File: config.mk
export PLATFORM = sky130hd
export DESIGN_NAME = bme280_reg_scanner
export DESIGN_NICKNAME = d
export VERILOG_FILES = /design/src/rtl/bme280_reg_scanner_pkg.sv /design/src/rtl/bme280_reg_scanner_uart_tx.sv /design/src/rtl/bme280_reg_scanner.sv
export SDC_FILE = /design/constraint.sdc
export NUM_CORES = 1
export LEC_CHECK = 0
export CAP_MARGIN = 10
export CORE_AREA = 2 2 84 62
export CTS_BUF_LIST = sky130_fd_sc_hd__clkbuf_8
export DETAILED_ROUTE_END_ITERATION = 8
export DIE_AREA = 0 0 86 64
export GPL_TIMING_DRIVEN = 0
export PLACE_DENSITY_LB_ADDON = 0.05
export SYNTH_ARGS = -nofsm -noshare
export SYNTH_HDL_FRONTEND = slang
export SYNTH_SLANG_ARGS = --single-unit
File: constraint.sdc
create_clock -name clk -period 3.6 [get_ports clk]
set_input_delay 0.72 -clock clk [delete_from_list [all_inputs] [get_ports clk]]
set_output_delay 0.72 -clock clk [all_outputs]
set_load 0.05 [all_outputs]
File: src/rtl/bme280_reg_scanner_pkg.sv
// Shared definitions for the BME280 register scanner: FSM encoding, ASCII
// constants, default UART timing and the nibble-to-hex helper.
package bme280_reg_scanner_pkg;

    localparam int DEFAULT_CLKS_PER_BIT = 434;

    localparam logic [2:0] ST_IDLE    = 3'd0;
    localparam logic [2:0] ST_SELECT  = 3'd1;
    localparam logic [2:0] ST_DWELL   = 3'd2;
    localparam logic [2:0] ST_CAPTURE = 3'd3;
    localparam logic [2:0] ST_SEND    = 3'd4;
    localparam logic [2:0] ST_WAIT_TX = 3'd5;
    localparam logic [2:0] ST_NEXT    = 3'd6;

    localparam logic [7:0] ASCII_SPACE = 8'h20;
    localparam logic [7:0] ASCII_CR    = 8'h0D;
    localparam logic [7:0] ASCII_LF    = 8'h0A;
    localparam logic [7:0] ASCII_ZERO  = 8'h30;
    localparam logic [7:0] ASCII_A     = 8'h41;

    function automatic logic [7:0] hex_char(input logic [3:0] nib);
        if (nib < 4'd10) begin
            return ASCII_ZERO + {4'd0, nib};
        end
        return ASCII_A + {4'd0, nib} - 8'd10;
    endfunction

endpackage

File: src/rtl/bme280_reg_scanner_uart_tx.sv
// UART 8N1 transmitter: one start bit, eight data bits LSB first, one stop bit,
// each CLKS_PER_BIT cycles. Line idles high and returns high at once on reset.
module uart_tx
    import bme280_reg_scanner_pkg::*;
#(
    parameter int CLKS_PER_BIT = DEFAULT_CLKS_PER_BIT
) (
    input  logic       clk,
    input  logic       rst,
    input  logic [7:0] tx_data,
    input  logic       tx_valid,
    output logic       tx_ready,
    output logic       tx
);

    localparam int CW = (CLKS_PER_BIT > 1) ? $clog2(CLKS_PER_BIT) : 1;
    localparam logic [CW-1:0] CLK_LAST = CW'(CLKS_PER_BIT - 1);

    logic          busy_q, busy_d;
    logic [9:0]    frame_q, frame_d;
    logic [3:0]    bit_q, bit_d;
    logic [CW-1:0] clk_q, clk_d;

    always_comb begin
        // NOTE: every output of this block gets a default first, so no path leaves a latch.
        busy_d  = busy_q;
        frame_d = frame_q;
        bit_d   = bit_q;
        clk_d   = clk_q;
        if (!busy_q) begin
            if (tx_valid) begin
                busy_d  = 1'b1;
                frame_d = {1'b1, tx_data, 1'b0};
                bit_d   = 4'd0;
                clk_d   = '0;
            end
        end else if (clk_q == CLK_LAST) begin
            clk_d = '0;
            if (bit_q == 4'd9) begin
                busy_d = 1'b0;
            end else begin
                frame_d = {1'b1, frame_q[9:1]};
                bit_d   = bit_q + 4'd1;
            end
        end else begin
            clk_d = clk_q + 1'b1;
        end
    end

    // NOTE: state registers use non-blocking assignments so all flops update together.
    always_ff @(posedge clk or posedge rst) begin
        if (rst) begin
            busy_q  <= 1'b0;
            frame_q <= '0;
            bit_q   <= '0;
            clk_q   <= '0;
        end else begin
            busy_q  <= busy_d;
            frame_q <= frame_d;
            bit_q   <= bit_d;
            clk_q   <= clk_d;
        end
    end

    assign tx_ready = !busy_q;
    assign tx       = busy_q ? frame_q[0] : 1'b1;

endmodule

File: src/rtl/bme280_reg_scanner.sv
// Sweeps register selectors 0..NUM_REGS-1, samples each byte after a dwell and
// streams it over UART. Define HEX_ASCII_EN for "HH " text output with CR LF per sweep.
module bme280_reg_scanner
    import bme280_reg_scanner_pkg::*;
#(
    parameter int CLKS_PER_BIT = DEFAULT_CLKS_PER_BIT,
    parameter int NUM_REGS     = 16,
    parameter int DWELL_CYCLES = 50000
) (
    input  logic       clk,
    input  logic       rst,
    input  logic       start,
    input  logic       continuous,
    input  logic [7:0] data,
    output logic [4:0] register_selector,
    output logic       tx,
    output logic       busy,
    output logic       sweep_done
);

    localparam int DW = $clog2(DWELL_CYCLES + 1);
    localparam logic [DW-1:0] DWELL_LAST = DW'(DWELL_CYCLES - 1);
    localparam logic [4:0]    LAST_IDX   = 5'(NUM_REGS - 1);

    logic [2:0]    state_q, state_d;
    logic [4:0]    index_q, index_d;
    logic [DW-1:0] dwell_q, dwell_d;
    logic [7:0]    capture_q, capture_d;
    logic [2:0]    char_q, char_d;

    logic       last_reg;
    logic [2:0] last_char;
    logic [7:0] tx_char;
    logic       tx_valid;
    logic       tx_ready;

    assign last_reg = (index_q == LAST_IDX);

`ifdef HEX_ASCII_EN
    // Two hex digits and a space per byte; the final byte also carries CR LF.
    assign last_char = last_reg ? 3'd4 : 3'd2;

    always_comb begin
        case (char_q)
            3'd0:    tx_char = hex_char(capture_q[7:4]);
            3'd1:    tx_char = hex_char(capture_q[3:0]);
            3'd2:    tx_char = ASCII_SPACE;
            3'd3:    tx_char = ASCII_CR;
            default: tx_char = ASCII_LF;
        endcase
    end
`else
    assign last_char = 3'd0;
    assign tx_char   = capture_q;
`endif

    always_comb begin
        state_d   = state_q;
        index_d   = index_q;
        dwell_d   = dwell_q;
        capture_d = capture_q;
        char_d    = char_q;
        case (state_q)
            ST_IDLE: begin
                if (start) begin
                    state_d = ST_SELECT;
                    index_d = '0;
                end
            end
            ST_SELECT: begin
                dwell_d = '0;
                state_d = ST_DWELL;
            end
            ST_DWELL: begin
                if (dwell_q == DWELL_LAST) begin
                    state_d = ST_CAPTURE;
                end else begin
                    dwell_d = dwell_q + 1'b1;
                end
            end
            ST_CAPTURE: begin
                capture_d = data;
                char_d    = '0;
                state_d   = ST_SEND;
            end
            ST_SEND: begin
                state_d = ST_WAIT_TX;
            end
            ST_WAIT_TX: begin
                if (tx_ready) begin
                    if (char_q == last_char) begin
                        state_d = ST_NEXT;
                    end else begin
                        char_d  = char_q + 3'd1;
                        state_d = ST_SEND;
                    end
                end
            end
            ST_NEXT: begin
                // The selector moves on this edge so a restarted sweep shows index 0 immediately.
                if (last_reg) begin
                    index_d = '0;
                    state_d = continuous ? ST_SELECT : ST_IDLE;
                end else begin
                    index_d = index_q + 5'd1;
                    state_d = ST_SELECT;
                end
            end
            default: state_d = ST_IDLE;
        endcase
    end

    always_ff @(posedge clk or posedge rst) begin
        if (rst) begin
            state_q   <= ST_IDLE;
            index_q   <= '0;
            dwell_q   <= '0;
            capture_q <= '0;
            char_q    <= '0;
        end else begin
            state_q   <= state_d;
            index_q   <= index_d;
            dwell_q   <= dwell_d;
            capture_q <= capture_d;
            char_q    <= char_d;
        end
    end

    assign tx_valid          = (state_q == ST_SEND);
    assign register_selector = index_q;
    assign sweep_done        = (state_q == ST_NEXT) && last_reg;
    assign busy              = (state_q != ST_IDLE) && !(sweep_done && !continuous);

    uart_tx #(
        .CLKS_PER_BIT(CLKS_PER_BIT)
    ) u_uart_tx (
        .clk     (clk),
        .rst     (rst),
        .tx_data (tx_char),
        .tx_valid(tx_valid),
        .tx_ready(tx_ready),
        .tx      (tx)
    );

endmodule

==> out/metrics.cfg <==
[finish]
final_cell_mix=dfrtp_1 (59), o21ai_0 (35), nand2_1 (24), clkdlybuf4s50_1 (19), nand3_1 (14)
final_common_cell=dfrtp_1
final_core_util_pct=74.1
antenna_cells=0
layout-drive-gt1-share_pct=12.3
nets=341
synthToLayoutAreaGrowth_pct=14.5

[worst_setup_path]
crit_path_max_fanout=4
critPathLaunchType=flip-flop
crit_chain=ha_1 -> nand3_1 -> or2_2 -> nor3_1 -> o21bai_1 -> clkdlybuf4s50_1
crit_type=flip-flop to output port
crit_slowest_cell=clkdlybuf4s50_1
crit_path_end_kind=output port
worstPathRequired_ps=2880
path_buf_inv=1
crit_path_max_incr_delay_ps=710
path_delay_family=simple AND/OR/NAND/NOR gates
crit_arrival_ps=2480

[synth]
ys_ff_latch=59
synth_seq_area_share_pct=49.0
syn_area_per_cell_sq_um=10.4
synthCells=290
synth_nets=310
yosysUniqueCellTypes=54
synthFlopType=dfrtp_1
async_flop_share_pct=100
yosysWarningCount=0
netlist_area_sq_mm=0.00301
synth-edff-count=0

[run]
drv_cap=0

[cts]
cts-resized-gates=0
hold_buffers=0
cts_buffer_depth=2
cts.sinks=59
cts_made_buffers=9
clk_latency_ps=340
cts_tree=yes
h-tree-depth=3
cts_setup_buffers=0
clkSlewWorstSetupHoldPaths_ps=60
cts_root_buf=clkbuf_8

[place]
portBuffers=19
place_congestion=0.801
place_ws_ps=674
place_hpwl_mm=3.98

[sta]
hold_ws_ps=474
finalCritPeriodShare_pct=88.8
slew_viol_final=0
final.setup.tns_ps=0
rsz0062_at_grt=no
period_needed_ps=3200
fmax_mhz=313
skew_ps=6.91
hold_viol=0
worst_slack_ps=404
setup_viol=0
slew_headroom_pct=54.6
worstMarginPinSlew_ps=678

[outcome]
status=completed

[routing]
antenna_left=0
wl_per_cell_um=15.1
via_count=2353
vias_per_cell=6.14
drt_iter0_markers=112
finalWirelength_mm=5.78
remaining_drc_errors=0
first_pass_iters=4

[power_and_ir_drop]
p_leak_nw=1.51
ir_drop_mv=0.214
p_per_area_mw_per_mm2=343
p_total_mw=1.18

[grt]
grt_pass1_wl_mm=10.7
grt.overflow.total=0
grt_pass1_vias=2336
antenna_found_initial=0
grtUsageTotal_pct=24.8
grt_max_degree=41

[die]
core_area_sq_mm=0.00465
ios=20
num_rows=21
fp.dieArea_sq_mm=0.00550
die_y_um=64
initial_core_util_pct=64.8
die_w_um=86

[worst_hold_path]
hold_class=flip-flop to flip-flop

report_power, final:
part	total, mW	switching (mW)	internal (mW)
logic	0.0344	0.0167	0.0177
registers	0.670	0.00223	0.668
clock network	0.477	0.242	0.235
cell families (layout without fill, tap and decap cells):
family,after synthesis,after routing,share of synthesized area [%]
simple gates,99,99,19.2
fa+ha+maj,8,8,3.32
xor+xnor,9,9,2.62
buf+inv,20,56,3.24
mux,23,23,8.06
compound gates,72,72,14.6
flops,59,59,49.0
Yosys cell counts, drive strengths merged, types with 2 or more instances:
library cell / n / area share [%]
a21o: 2 / 0.50
a21oi: 9 / 1.6
a31oi: 9 / 1.9
a32o: 2 / 0.66
a41oi: 2 / 0.58
and2: 2 / 0.42
and3: 7 / 1.5
and3b: 2 / 0.58
and4: 3 / 0.87
and4bb: 2 / 0.96
buf: 7 / 1.6
clkbuf: 3 / 0.37
dfrtp: 59 / 49
ha: 8 / 3.3
inv: 9 / 1.1
mux2: 10 / 3.7
mux2i: 13 / 4.3
nand2: 24 / 3.0
nand2b: 3 / 0.62
nand3: 14 / 2.3
nand3b: 2 / 0.50
nand4: 6 / 1.7
nor2: 11 / 1.4
nor2b: 2 / 0.42
nor3: 8 / 1.3
nor4b: 3 / 1.1
o211ai: 2 / 0.50
o21ai: 36 / 6.1
o31ai: 2 / 0.50
or2: 2 / 0.42
or3: 4 / 0.83
xor2: 8 / 2.3
registers in the layout, summed over array words and instances (netlist names):
name and flops:
state_q 3, dwell_q 16, u_uart_tx.frame_q 10, capture_q 8
u_uart_tx.clk_q 9, char_q 3, register_selector 5, u_uart_tx.busy_q 1
u_uart_tx.bit_q 4
worst paths after layout:
path | start | to | slack (ps) | cells past startpoint
worst max-delay path | register_selector[1]$_DFFE_PP0P_ | busy | 400 | 6
max in group asynchronous | rst | register_selector[0]$_DFFE_PP0P_ | 2330 | 3
worst min register to register | dwell_q[15]$_DFFE_PP0P_ | dwell_q[15]$_DFFE_PP0P_ | 470 | 1
min in group asynchronous | rst | u_uart_tx.clk_q[6]$_DFFE_PP0P_ | 710 | 2
worst min-delay path | dwell_q[15]$_DFFE_PP0P_ | dwell_q[15]$_DFFE_PP0P_ | 470 | 1
worst max register to register | u_uart_tx.clk_q[1]$_DFFE_PP0P_ | u_uart_tx.frame_q[0]$_DFFE_PP0P_ | 1760 | 7
layout make-up:
class | count | area [sq um]
plain buffers | 10 | 60.1
clock inverters | 7 | 30.0
well taps | 57 | 71.3
clock buffers | 9 | 124
multi-input cells | 211 | 1440
repair buffers | 20 | 210
fillers | 338 | 1200
flip-flops and latches | 59 | 1480
inverters | 10 | 37.5
routing by layer:
metal | share of wire [%] | up-vias | global-route usage [%] | routed length (um)
met1 | 49 | 1142 | 33.8 | 2830
met5 | 0 | - | 0 | 0
li1 | - | 1141 | - | -
met4 | 1.3 | 0 | 10.1 | 75
met3 | 4.5 | 8 | 6.85 | 261
met2 | 45 | 62 | 37.5 | 2600
through the flow:
stage / cell area, sq um / instances
2_1_floorplan: 3010 / 290
3_3_place_gp: 3270 / 366
3_5_place_dp: 3290 / 367
4_1_cts: 3450 / 383
5_1_grt: 3450 / 383
6_report: 3450 / 383
Note: power is estimated with default switching activity, not from simulation.
